--- config.mk ---
export PLATFORM = sky130hd
export DESIGN_NAME = tlb_lookup_arbiter
export DESIGN_NICKNAME = d
export VERILOG_FILES = /design/src/rtl/tlb_lookup_arbiter_pkg.sv /design/src/rtl/tlb_arb_prio.sv /design/src/rtl/tlb_lookup_arbiter.sv
export SDC_FILE = /design/constraint.sdc
export NUM_CORES = 1
export LEC_CHECK = 0
export ABC_AREA = 1
export BUFFER_PORTS_ARGS = -buffer_cell sky130_fd_sc_hd__buf_2
export CAP_MARGIN = 30
export CORE_ASPECT_RATIO = 0.75
export CORE_MARGIN = 5
export CORE_UTILIZATION = 40
export CTS_CLUSTER_SIZE = 25
export DETAILED_ROUTE_END_ITERATION = 10
export PLACE_DENSITY = 0.73
export REMOVE_ABC_BUFFERS = 1
export SYNTH_ARGS = -nofsm -noshare
export SYNTH_HDL_FRONTEND = slang
export SYNTH_HIERARCHICAL = 1
export SYNTH_SLANG_ARGS = --single-unit
--- constraint.sdc ---
create_clock -name clk -period 2 [get_ports clk]
set_input_delay 0.2 -clock clk [delete_from_list [all_inputs] [get_ports clk]]
set_output_delay 0.2 -clock clk [all_outputs]
set_load 0.01 [all_outputs]
--- src/rtl/tlb_lookup_arbiter_pkg.sv ---
// Shared definitions for the TLB lookup arbiter: requester IDs, the
// starvation-limit default and the captured lookup result record.
package tlb_lookup_arbiter_pkg;

   localparam int NUM_REQ          = 3;
   localparam int STARVE_LIMIT_DEF = 4;

   // Requester ID; also the bit position of each requester in req/gnt vectors.
   typedef enum logic [1:0] {
      REQ_INST  = 2'd0,
      REQ_DATA  = 2'd1,
      REQ_PROBE = 2'd2
   } req_id_e;

   // Lookup result as captured for inst/data responders.
   typedef struct packed {
      logic [31:0] paddr;
      logic        miss;
      logic        invalid;
      logic [2:0]  cattr;
   } xlat_rsp_t;

endpackage

--- src/rtl/tlb_arb_prio.sv ---
// Combinational 3-way priority picker: probe > data > inst, with a
// starvation override that lifts inst above data (probe stays highest).
module tlb_arb_prio
   import tlb_lookup_arbiter_pkg::*;
(
   input  logic [NUM_REQ-1:0] req,
   input  logic               starve,
   output logic [NUM_REQ-1:0] gnt,
   output req_id_e            winner
);

   // Pick exactly one eligible requester; idle defaults point at probe so the
   // TLB address mux shows probe_vaddr when nothing is granted.
   always_comb begin
      // NOTE: every output gets a default first so no path leaves it unassigned (no latch).
      gnt    = '0;
      winner = REQ_PROBE;
      if (req[REQ_PROBE]) begin
         gnt[REQ_PROBE] = 1'b1;
         winner         = REQ_PROBE;
      end else if (starve && req[REQ_INST]) begin
         gnt[REQ_INST] = 1'b1;
         winner        = REQ_INST;
      end else if (req[REQ_DATA]) begin
         gnt[REQ_DATA] = 1'b1;
         winner        = REQ_DATA;
      end else if (req[REQ_INST]) begin
         gnt[REQ_INST] = 1'b1;
         winner        = REQ_INST;
      end
   end

endmodule

--- src/rtl/tlb_lookup_arbiter.sv ---
// Shares the TLB lookup port between inst fetch, data access and TLBP probe.
// Grants combinationally, registers the TLB result for the winner one cycle
// later. Optional fairness: define TLB_ARB_FAIR_EN to enable the inst
// starvation counter; without it arbitration is pure fixed priority.
module tlb_lookup_arbiter
   import tlb_lookup_arbiter_pkg::*;
#(
   parameter int IDX_W        = 5,
   parameter int STARVE_LIMIT = STARVE_LIMIT_DEF
) (
   input  logic             clk,
   input  logic             resetn,
   input  logic             inst_req,
   input  logic             data_req,
   input  logic             probe_req,
   input  logic [31:0]      inst_vaddr,
   input  logic [31:0]      data_vaddr,
   input  logic [31:0]      probe_vaddr,
   input  logic             data_wr,
   output logic             inst_gnt,
   output logic             data_gnt,
   output logic             probe_gnt,
   output logic             inst_rsp_valid,
   output logic             data_rsp_valid,
   output logic             probe_rsp_valid,
   output logic [31:0]      inst_rsp_paddr,
   output logic [31:0]      data_rsp_paddr,
   output logic             inst_rsp_miss,
   output logic             data_rsp_miss,
   output logic             probe_rsp_miss,
   output logic             inst_rsp_invalid,
   output logic             data_rsp_invalid,
   output logic             data_rsp_modified,
   output logic [2:0]       inst_rsp_cattr,
   output logic [2:0]       data_rsp_cattr,
   output logic [IDX_W-1:0] probe_rsp_index,
   output logic [31:0]      tlb_vaddr,
   input  logic [31:0]      tlb_paddr,
   input  logic             tlb_miss,
   input  logic             tlb_invalid,
   input  logic             tlb_dirty,
   input  logic [2:0]       tlb_cattr,
   input  logic [IDX_W-1:0] tlb_index,
   input  logic             tlb_write,
   input  logic             flush_i,
   output logic [31:0]      perfcnt_tlb_conflict
);

   logic [NUM_REQ-1:0] req_vec;
   logic [NUM_REQ-1:0] elig;
   logic [NUM_REQ-1:0] gnt;
   req_id_e            winner;
   logic               starve;
   logic               conflict;
   xlat_rsp_t          xlat_now;
   logic               modified_now;

   // A TLB write freezes arbitration so no lookup sees a half-written entry set.
   assign req_vec = {probe_req, data_req, inst_req};
   assign elig    = req_vec & {NUM_REQ{~tlb_write}};

   tlb_arb_prio u_prio (
      .req    (elig),
      .starve (starve),
      .gnt    (gnt),
      .winner (winner)
   );

   assign inst_gnt  = gnt[REQ_INST];
   assign data_gnt  = gnt[REQ_DATA];
   assign probe_gnt = gnt[REQ_PROBE];

   // Present the winner's address to the TLB; probe_vaddr when idle.
   always_comb begin
      tlb_vaddr = probe_vaddr;
      case (winner)
         REQ_INST: tlb_vaddr = inst_vaddr;
         REQ_DATA: tlb_vaddr = data_vaddr;
         default:  tlb_vaddr = probe_vaddr;
      endcase
   end

   assign xlat_now     = '{paddr: tlb_paddr, miss: tlb_miss, invalid: tlb_invalid, cattr: tlb_cattr};
   assign modified_now = data_wr & ~tlb_dirty & ~tlb_miss & ~tlb_invalid;
   assign conflict     = (inst_req & data_req) | (inst_req & probe_req) | (data_req & probe_req);

`ifdef TLB_ARB_FAIR_EN
   localparam logic [2:0] STARVE_MAX = 3'(STARVE_LIMIT);
   logic [2:0] starve_cnt;

   // Count write-free cycles in which a waiting inst request lost; saturate at the limit.
   always_ff @(posedge clk) begin
      // NOTE: sequential state uses non-blocking assignments so all registers update together.
      if (!resetn) begin
         starve_cnt <= '0;
      end else if (!inst_req || inst_gnt) begin
         starve_cnt <= '0;
      end else if (!tlb_write && (starve_cnt < STARVE_MAX)) begin
         starve_cnt <= starve_cnt + 3'd1;
      end
   end

   assign starve = inst_req && (starve_cnt >= STARVE_MAX);
`else
   logic unused_starve_limit;
   assign unused_starve_limit = (STARVE_LIMIT != 0);
   assign starve              = 1'b0;
`endif

   // Capture the TLB result for the winner; valid pulses one cycle, data holds.
   // Flush masks inst/data valid only; the probe is the committing instruction.
   always_ff @(posedge clk) begin
      if (!resetn) begin
         inst_rsp_valid    <= 1'b0;
         data_rsp_valid    <= 1'b0;
         probe_rsp_valid   <= 1'b0;
         inst_rsp_paddr    <= '0;
         inst_rsp_miss     <= 1'b0;
         inst_rsp_invalid  <= 1'b0;
         inst_rsp_cattr    <= '0;
         data_rsp_paddr    <= '0;
         data_rsp_miss     <= 1'b0;
         data_rsp_invalid  <= 1'b0;
         data_rsp_cattr    <= '0;
         data_rsp_modified <= 1'b0;
         probe_rsp_miss    <= 1'b0;
         probe_rsp_index   <= '0;
      end else begin
         inst_rsp_valid  <= inst_gnt & ~flush_i;
         data_rsp_valid  <= data_gnt & ~flush_i;
         probe_rsp_valid <= probe_gnt;
         if (inst_gnt) begin
            inst_rsp_paddr   <= xlat_now.paddr;
            inst_rsp_miss    <= xlat_now.miss;
            inst_rsp_invalid <= xlat_now.invalid;
            inst_rsp_cattr   <= xlat_now.cattr;
         end
         if (data_gnt) begin
            data_rsp_paddr    <= xlat_now.paddr;
            data_rsp_miss     <= xlat_now.miss;
            data_rsp_invalid  <= xlat_now.invalid;
            data_rsp_cattr    <= xlat_now.cattr;
            data_rsp_modified <= modified_now;
         end
         if (probe_gnt) begin
            probe_rsp_miss  <= tlb_miss;
            probe_rsp_index <= tlb_index;
         end
      end
   end

   // Count cycles with two or more raw requests pending, writes included.
   always_ff @(posedge clk) begin
      if (!resetn) begin
         perfcnt_tlb_conflict <= '0;
      end else if (conflict) begin
         perfcnt_tlb_conflict <= perfcnt_tlb_conflict + 32'd1;
      end
   end

endmodule
==> results of run 1 <==
## sequential cells by signal, summed over array words and instances, names as in the netlist, 3 cells and up
register / cells
data_rsp_paddr: 32
data_rsp_cattr: 3
probe_rsp_index: 5
perfcnt_tlb_conflict: 32
inst_rsp_cattr: 3
inst_rsp_paddr: 32
## how the worst min path moves through the flow
stage	startpoint	endpoint	slack [ps]	cells past startpoint
after CTS	tlb_index[2]	probe_rsp_index[2]	9	3
final	tlb_cattr[0]	inst_rsp_cattr[0]	30	3
after floorplan	flush_i	data_rsp_valid	280	1
after global placement	flush_i	inst_rsp_valid	380	2
after detailed placement	flush_i	inst_rsp_valid	390	2
after global routing	tlb_paddr[26]	inst_rsp_paddr[26]	20	3
## routing by layer
metal,vias up,GRT usage
li1,3131,-
met3,22,0.08279
met2,221,0.3366
met4,0,0.06116
met5,-,0
met1,2785,0.3019
## timing repair
action                                 in CTS  in global routing
setup endpoints to repair                  32                 24
hold buffers                                1                  0
endpoints found under the hold margin       2                  0
pin swaps                                   0                  1
gates resized for setup                     1                  8
gates cloned                                0                  1
setup buffers                               0                  0
## worst reg2reg max path: cells and delay by family, from the launching register on
family / cells / cell delay, ps
adders and majority gates: 1 / 170
DFF: 1 / 400
buffers and inverters: 1 / 50
and+or+nand+nor: 5 / 680
AOI/OAI and AO/OA: 1 / 170
## cell type report
| cell class | instances | area, µm² |
|---|---|---|
| timing repair buffer | 314 | 1665 |
| multi-input combinational | 583 | 2668 |
| clock inverter | 12 | 122.6 |
| tap | 171 | 214.0 |
| clock buffer | 20 | 456.7 |
| fill | 1243 | 5366 |
| sequential | 116 | 2322 |
| inverter | 54 | 202.7 |
## cells in the final DEF, fill, tap and decap left out, types with 2 or more instances in the layout
master and instances:
clkinv_4 5, nand2_2 2, nor2_2 8, dfxtp_1 116, nand2_1 137, nor3_2 2
nor2_1 201, nand4_1 8, buf_4 10, buf_12 3, clkbuf_16 17, buf_2 297
buf_6 3, clkbuf_8 2, clkinvlp_4 3, o21ai_0 93, nor3_1 4, inv_2 3
a22oi_1 8, conb_1 2, a21oi_1 20, inv_6 3, inv_1 50, nand3_1 76
nand3_2 4, nor2_4 8
## per-stage QoR
stage,utilization,setup TNS (ps),instance area (µm²)
3_3_place_gp,0.5390,-2323,7017
3_5_place_dp,0.5390,-3074,7017
5_1_grt,0.5878,0,7651
6_report,0.5878,0,7651
4_1_cts,0.5847,0,7611
2_1_floorplan,-,-167080,5155
## kinds of logic after synthesis
family / share of synthesized area
compound gates: 0.1209
xor+xnor: 0.003280
fa+ha+maj: 0.002342
buf+inv: 0.07355
flops: 0.4348
other cells: 0.0007021
simple gates: 0.3645
## power by group through the flow
| stage | combinational (µW) | sequential, µW | clock [µW] |
|---|---|---|---|
| floorplan | 327 | 2580 | 0 |
| global placement | 871 | 2530 | 0 |
| detailed placement | 877 | 2520 | 0 |
| CTS | 882 | 2480 | 2960 |
| global route | 983 | 2490 | 3080 |
| finish | 890 | 2480 | 2900 |
==> flow_metrics.py, run 1 <==
metrics = {
    "floorplanning": {
        "die_w_um": 143.4,
        "die-height_um": 110.1,
        "num_rows": 36,
        "core_mm2": 0.01302,
        "dieArea_mm2": 0.01579,
        "ios": 298,
        "start_util": 0.4103,
    },
    "setup_path": {
        "r2r_end": "perfcnt_tlb_conflict[20]",
        "crit_end": "tlb_vaddr[10]",
        "crit_buf_inv": 6,
        "startpoint": "inst_req",
        "critPathSlowestCell": "buf_6",
        "worstPathCellList": "buf_2, inv_1, nor2_1, o21ai_4, buf_6, inv_1, buf_6, nand3_1, nand3_1, buf_2",
        "worst_r2r_startpoint": "perfcnt_tlb_conflict[0]",
        "r2r_cells": 8,
        "cpLargestDelayFamily": "buffers and inverters",
        "ff2ff_setup_slack_ps": 410,
        "worstSetupEndpointType": "primary output",
        "path_class": "input pin to primary output",
        "path_depth": 10,
        "start_kind": "input pin",
        "critPathArrivalTime_ps": 1650,
        "cp.required_ps": 1800,
        "worst-path-max-fanout": 33,
        "cpPeakStageDelay_ps": 310,
    },
    "yosys": {
        "avgSynthCellArea_um2": 6.719,
        "synth_edf_count": 0,
        "yosys.cell_count.top_type": "nor2_1",
        "synth_area_leaders": "dfxtp_1 (43%), nor2_1 (14%), nand2_1 (9.6%)",
        "ys_seq_area_frac": 0.4348,
        "yosys_warnings": 6,
        "synth_top_area_frac": 0.4348,
        "ys_types": 31,
        "ys_seq_elements": 116,
        "yosys.area.top_type": "dfxtp_1",
        "synth_area_mm2": 0.005341,
        "async_flop_share": 0,
        "syn_inst": 795,
        "synthFlopType": "dfxtp_1",
        "synthTopCellsByCount": "nor2_1 (205), nand2_1 (137), dfxtp_1 (116)",
    },
    "routing": {
        "vias_per_cell": 4.850,
        "wirelength_met1_mm": 8.036,
        "drt-pass1-iter-count": 5,
        "drc_errors": 0,
        "met2_length_mm": 8.892,
        "top_layer_used": "met4",
        "wl_met3_mm": 1.756,
        "wl_per_cell_um": 14.91,
        "drtIter0Drc": 463,
        "via_count": 6159,
        "drt_wl_total_mm": 18.93,
        "postRouteAntennaNets": 0,
    },
    "power_and_ir_drop": {
        "netSwitchingFraction": 0.2689,
        "p_leak_uw": 0.003962,
        "pwr-share-clk": 0.463,
        "power_uw": 6273,
        "p_seq_frac": 0.395,
        "comb_power_share": 0.142,
        "internal-power_uw": 4586,
        "peakVddDrop_v": 0.0006456,
        "power_density_mw_per_mm2": 819.8,
        "power.switching_uw": 1687,
    },
    "grt": {
        "grt_usage": 0.2233,
        "grt_pass1_vias": 5512,
        "grt_overflow": 0,
        "grt_max_degree": 47,
        "grt_pass1_wl_mm": 28.05,
        "antenna_found_initial": 0,
    },
    "finish": {
        "final_nets": 1234,
        "area_delta_synth_final_pct": 43.24,
        "drive_above_1_share": 0.3412,
        "stdcell_count": 1270,
        "n_antenna_cell": 0,
    },
    "flow_run": {
        "maxCapViolCount": 0,
    },
    "placed_design": {
        "io_buffers": 297,
        "post-place-ws_ps": -253.2,
        "dp_hpwl_mm": 14.21,
        "dpl.cell_count": 1236,
        "gp_congestion": 0.9249,
    },
    "sta": {
        "fin_ws_ps": 154.9,
        "min_period_ps": 1845,
        "worstMarginPinSlew_ps": 541.0,
        "hold_slack_ps": 25.71,
        "fin_worst_skew_ps": 6.916,
        "drv_slew": 0,
        "max_freq_mhz": 542.0,
        "period_share": 0.9225,
        "rsz0062_at_grt": "no",
        "slew_headroom": 0.6389,
        "hold_viol_final": 0,
        "setup_viol": 0,
    },
    "clock_tree": {
        "cts_tree": "yes",
        "worstSkewPairLatency_ps": 400,
        "path_clk_slew_ps": 60,
        "clockBufferDepth": 2,
        "cts_buffers": 17,
        "cts.sinks": 116,
        "root_buffer": "clkbuf_16",
        "h-tree-depth": 4,
    },
    "hold_path": {
        "min_path_type": "input pin to register",
    },
    "status": {
        "outcome": "completed",
    },
}
Note: power is estimated with default switching activity, not from simulation.
==> run 2, diff against run 1 <==
--- a/config.mk
+++ b/config.mk
@@ -13,6 +13,7 @@
 export CORE_UTILIZATION = 40
 export CTS_CLUSTER_SIZE = 25
 export DETAILED_ROUTE_END_ITERATION = 10
+export GPL_TIMING_DRIVEN = 0
 export PLACE_DENSITY = 0.73
 export REMOVE_ABC_BUFFERS = 1
 export SYNTH_ARGS = -nofsm -noshare
==> flow_metrics.py, run 2 (same netlist as run 1, synthesis figures left out) <==
metrics = {
    "status": {
        "outcome": "completed",
    },
    "sta": {
        "setup_viol": 0,
        "tns_ps": 0,
        "drv_slew": 0,
        "hold_slack_ps": 21.47,
        "period_share": 0.9687,
        "rsz0062_at_grt": "no",
        "min_period_ps": 1937,
        "max_freq_mhz": 516.2,
        "fin_worst_skew_ps": 9.153,
        "worstMarginPinSlew_ps": 944.4,
        "hold_viol_final": 0,
        "slew_headroom": 0.3697,
    },
    "setup_path": {
        "crit_top_cell": "nor2_4",
        "worstPathCellList": "buf_2, inv_1, nor2_4, inv_2, nand2_2, nor2_4, buf_12, nor2_4, buf_8, a22oi_1, nand2_1, buf_2",
        "cp.required_ps": 1800,
        "path_class": "input pin to primary output",
        "critPathSlowestCell": "buf_12",
        "critPathArrivalTime_ps": 1740,
        "start_kind": "input pin",
        "path_depth": 12,
        "cpLargestDelayFamily": "buffers and inverters",
        "cpPeakStageDelay_ps": 210,
        "worstSetupEndpointType": "primary output",
        "crit_buf_inv": 6,
        "r2r_cells": 8,
        "worst-path-max-fanout": 34,
    },
    "power_and_ir_drop": {
        "p_leak_uw": 0.003963,
        "internal-power_uw": 4628,
        "pwr-share-clk": 0.460,
        "comb_power_share": 0.147,
        "netSwitchingFraction": 0.2673,
        "power.switching_uw": 1688,
        "power_density_mw_per_mm2": 820.2,
        "peakVddDrop_v": 0.0005588,
        "power_uw": 6316,
        "p_seq_frac": 0.393,
    },
    "finish": {
        "final_common_cell": "buf_2",
        "final_cell_mix": "buf_2 (296), nor2_1 (200), nand2_1 (136)",
        "top_regs": "data_rsp_paddr (32), inst_rsp_paddr (32), perfcnt_tlb_conflict (32)",
        "n_fill_cell": 1213,
        "area_delta_synth_final_pct": 44.16,
        "final_nets": 1237,
        "drive_above_1_share": 0.3451,
    },
    "routing": {
        "vias_per_cell": 4.903,
        "drt_wl_total_mm": 19.99,
        "drt-pass1-iter-count": 5,
        "drtIter0Drc": 406,
        "postRouteAntennaNets": 0,
        "drc_errors": 0,
        "wl_per_cell_um": 15.70,
        "via_count": 6242,
    },
    "clock_tree": {
        "cts_buffers": 17,
        "cts.sinks": 116,
        "cts_tree": "yes",
        "h-tree-depth": 4,
        "root_buffer": "clkbuf_16",
        "clockBufferDepth": 2,
        "worstSkewPairLatency_ps": 410,
        "path_clk_slew_ps": 60,
    },
    "flow_run": {
        "maxCapViolCount": 0,
    },
    "floorplanning": {
        "start_util": 0.4103,
        "die_w_um": 143.4,
        "core_mm2": 0.01302,
        "dieArea_mm2": 0.01579,
        "ios": 298,
        "num_rows": 36,
        "die-height_um": 110.1,
    },
    "placed_design": {
        "io_buffers": 297,
        "dp_hpwl_mm": 13.71,
        "gp_congestion": 0.8699,
    },
    "grt": {
        "grt_pass1_wl_mm": 29.30,
        "grt_pass1_vias": 5643,
        "grt_overflow": 0,
        "grt_max_degree": 108,
        "antenna_found_initial": 0,
        "grt_usage": 0.2355,
    },
    "hold_path": {
        "min_path_type": "input pin to register",
        "min_path_cells": 3,
    },
}
run 2: cell count changes in the layout (fill, tap and decap cells not counted), moves of 3 or more:
cell and delta:
clkinv_2 +4, buf_6 -3, clkinv_4 -3, clkinvlp_4 +3, nor2_4 +3
run 2: worst reg2reg max path: stages (launching register included):
cell and delay (ps):
dfxtp_1 410, ha_1 170, inv_1 50, nor2_2 180
nand2_1 90, nor2_2 200, nand3_1 150, o21ai_0 170
nor2_1 50
run 2: routing by layer:
layer | up-vias | track usage | routed length (µm)
met5 | - | 0 | 0
met2 | 242 | 0.3716 | 9234
met1 | 2834 | 0.3079 | 8642
met4 | 0 | 0.05444 | 221
li1 | 3147 | - | -
met3 | 19 | 0.08926 | 1889
run 2: power by group through the flow:
stage	Combinational (µW)	Sequential (µW)	Clock [µW]
floorplan	327	2580	0
global placement	847	2520	0
detailed placement	867	2520	0
CTS	902	2480	2950
global route	1020	2490	3060
finish	931	2480	2910
run 2: path summary, 6_finish.rpt:
kind | from | to | slack [ps]
setup / recovery | probe_req | tlb_vaddr[6] | 60
hold / removal | tlb_paddr[10] | inst_rsp_paddr[10] | 20
setup reg to reg | perfcnt_tlb_conflict[0] | perfcnt_tlb_conflict[20] | 420
hold reg to reg | data_rsp_modified | data_rsp_modified | 470
run 2: timing repair:
item,CTS,global route
hold buffers,1,0
pin swaps,3,3
setup buffers,6,6
endpoints found under the hold margin,2,0
cloned,3,1
endpoints found under the setup margin,61,58
gates resized for setup,9,1
run 2: cell type report:
type / instances / area, µm² / share of cell area
inverters: 54 / 209.0 / 0.02714
diodes: 1 / 2.502 / 0.0003250
clock inverters: 13 / 136.4 / 0.01771
flip-flops and latches: 116 / 2322 / 0.3016
well taps: 171 / 214.0 / 0.02779
multi-input cells: 585 / 2700 / 0.3507
repair inverters: 1 / 7.507 / 0.0009750
repair buffers: 314 / 1679 / 0.2181
clock buffers: 18 / 429.2 / 0.05574
run 2: through the flow:
| step | area [µm²] | utilization | cells | worst slack (ps) |
|---|---|---|---|---|
| 2_1_floorplan | 5155 | - | 752 | -2298 |
| 3_3_place_gp | 6855 | 0.5266 | 1220 | -5187 |
| 3_5_place_dp | 6957 | 0.5344 | 1224 | -631.1 |
| 4_1_cts | 7629 | 0.5860 | 1265 | 31.98 |
| 5_1_grt | 7697 | 0.5913 | 1272 | 23.20 |
| 6_report | 7700 | 0.5915 | 1273 | 62.66 |
==> run 3, diff against run 2 <==
==> constraint.sdc (replaced) <==
create_clock -name clk -period 2 [get_ports clk]
set_input_delay 0.2 -clock clk [delete_from_list [all_inputs] [get_ports clk]]
set_output_delay 0.2 -clock clk [all_outputs]
set_load 0.05 [all_outputs]
==> flow_metrics.py, run 3 (same netlist as run 1, synthesis figures left out) <==
metrics = {
    "status": {
        "outcome": "completed",
    },
    "clock_tree": {
        "cts_buffers": 17,
        "worstSkewPairLatency_ps": 410,
        "root_buffer": "clkbuf_16",
        "cts_tree": "yes",
        "clockBufferDepth": 2,
        "path_clk_slew_ps": 60,
        "h-tree-depth": 4,
        "cts.sinks": 116,
    },
    "setup_path": {
        "cp.required_ps": 1800,
        "path_class": "input pin to primary output",
        "critPathArrivalTime_ps": 1670,
        "critPathSlowestCell": "buf_4",
        "start_kind": "input pin",
        "cpLargestDelayFamily": "buffers and inverters",
        "crit_top_cell": "nor2_4",
        "worst-path-max-fanout": 23,
        "worstPathCellList": "buf_2, inv_1, nor2_4, inv_2, nand2_4, nor2_4, buf_12, nor2_4, buf_8, a22oi_1, nand2_1, buf_4",
        "cpPeakStageDelay_ps": 200,
        "worstSetupEndpointType": "primary output",
        "crit_buf_inv": 6,
    },
    "sta": {
        "worstMarginPinSlew_ps": 1001,
        "rsz0062_at_grt": "no",
        "setup_viol": 0,
        "period_share": 0.9364,
        "tns_ps": 0,
        "max_freq_mhz": 534.0,
        "drv_slew": 0,
        "slew_headroom": 0.3320,
        "min_period_ps": 1873,
        "hold_viol_final": 0,
        "fin_worst_skew_ps": 5.959,
    },
    "placed_design": {
        "io_buffers": 297,
        "place_area_mm2": 0.006957,
        "dpl.cell_count": 1224,
        "gp_congestion": 0.8699,
        "dp_hpwl_mm": 13.71,
    },
    "finish": {
        "final_common_cell": "buf_2",
        "drive_above_1_share": 0.3478,
        "area_delta_synth_final_pct": 46.33,
        "design_area_mm2": 0.007816,
        "stdcell_count": 1276,
        "top_regs": "data_rsp_paddr (32), inst_rsp_paddr (32), perfcnt_tlb_conflict (32)",
        "final_cell_mix": "buf_2 (267), nor2_1 (199), nand2_1 (136)",
        "n_fill_cell": 1201,
        "finish.utilization": 0.6004,
        "final_nets": 1240,
    },
    "power_and_ir_drop": {
        "p_seq_frac": 0.357,
        "power.switching_uw": 2263,
        "pwr-share-clk": 0.419,
        "internal-power_uw": 4675,
        "power_uw": 6938,
        "peakVddDrop_v": 0.0005659,
        "power_density_mw_per_mm2": 887.6,
        "netSwitchingFraction": 0.3262,
        "comb_power_share": 0.224,
        "p_leak_uw": 0.004006,
    },
    "routing": {
        "drt_wl_total_mm": 20.53,
        "vias_per_cell": 4.960,
        "postRouteAntennaNets": 0,
        "via_count": 6329,
        "drt-pass1-iter-count": 7,
        "drtIter0Drc": 510,
        "drc_errors": 0,
        "wl_per_cell_um": 16.09,
    },
    "grt": {
        "grt_pass1_wl_mm": 30.07,
        "antenna_found_initial": 0,
        "grt_pass1_vias": 5754,
        "grt_max_degree": 108,
        "grt_usage": 0.2428,
        "grt_overflow": 0,
    },
    "floorplanning": {
        "num_rows": 36,
        "ios": 298,
        "die-height_um": 110.1,
        "die_w_um": 143.4,
        "dieArea_mm2": 0.01579,
        "start_util": 0.4103,
        "core_mm2": 0.01302,
    },
    "flow_run": {
        "maxCapViolCount": 0,
    },
    "hold_path": {
        "min_path_type": "input pin to register",
    },
}
==> run 3: path summary, 6_finish.rpt <==
path,from,end,depth (start not counted),slack [ps]
max,probe_req,tlb_vaddr[6],12,130
min reg2reg,data_rsp_modified,data_rsp_modified,2,470
min,tlb_paddr[10],inst_rsp_paddr[10],3,20
max reg2reg,perfcnt_tlb_conflict[0],perfcnt_tlb_conflict[20],8,410
==> run 3: metrics by stage <==
step / worst slack (ps) / hold WS [ps]
floorplan: -3330 / 279.3
detailed placement: -763.5 / 387.9
CTS: -35.77 / 12.01
global placement: -5259 / 387.7
finish: 127.2 / 18.93
global route: 13.88 / 6.645
==> run 3: worst reg2reg max path: stages, from the launching register on <==
cell and delay, ps:
dfxtp_1 410, ha_1 170, inv_1 50, nor2_2 180, nand2_1 90, nor2_2 200
nand3_1 150, o21ai_0 170, nor2_1 50
==> run 3: per-layer routing <==
metal / up-vias / GRT usage / part of all wire
met1: 2881 / 0.3206 / 0.42
met4: 0 / 0.05376 / 0.013
li1: 3151 / - / -
met3: 25 / 0.08883 / 0.10
met2: 272 / 0.3829 / 0.47
met5: - / 0 / 0
==> run 3: power by group through the flow <==
stage	Combinational (µW)	Clock (µW)	Sequential, µW
global placement	1410	0	2520
CTS	1510	2950	2480
finish	1550	2910	2480
floorplan	558	0	2910
global route	1650	3060	2490
detailed placement	1430	0	2520
==> run 3: cell type report <==
cell class                      count  area [µm²]  area share
Tap cell                          171       214.0     0.02737
Timing Repair inverter              1       7.507   0.0009605
Antenna cell                        1       2.502   0.0003202
Multi-Input combinational cell    586        2714      0.3472
Clock inverter                     13       136.4     0.01745
Sequential cell                   116        2322      0.2971
Timing Repair Buffer              316        1784      0.2283
Clock buffer                       18       429.2     0.05491
Inverter                           54       206.4     0.02641
==> run 3: what timing repair did <==
item / in CTS / in global routing
hold buffers: 1 / 0
endpoints found under the hold margin: 2 / 0
buffers inserted: 6 / 7
gates resized for setup: 37 / 3
setup endpoints to repair: 63 / 33
pin swaps: 3 / 4
gates cloned: 4 / 2
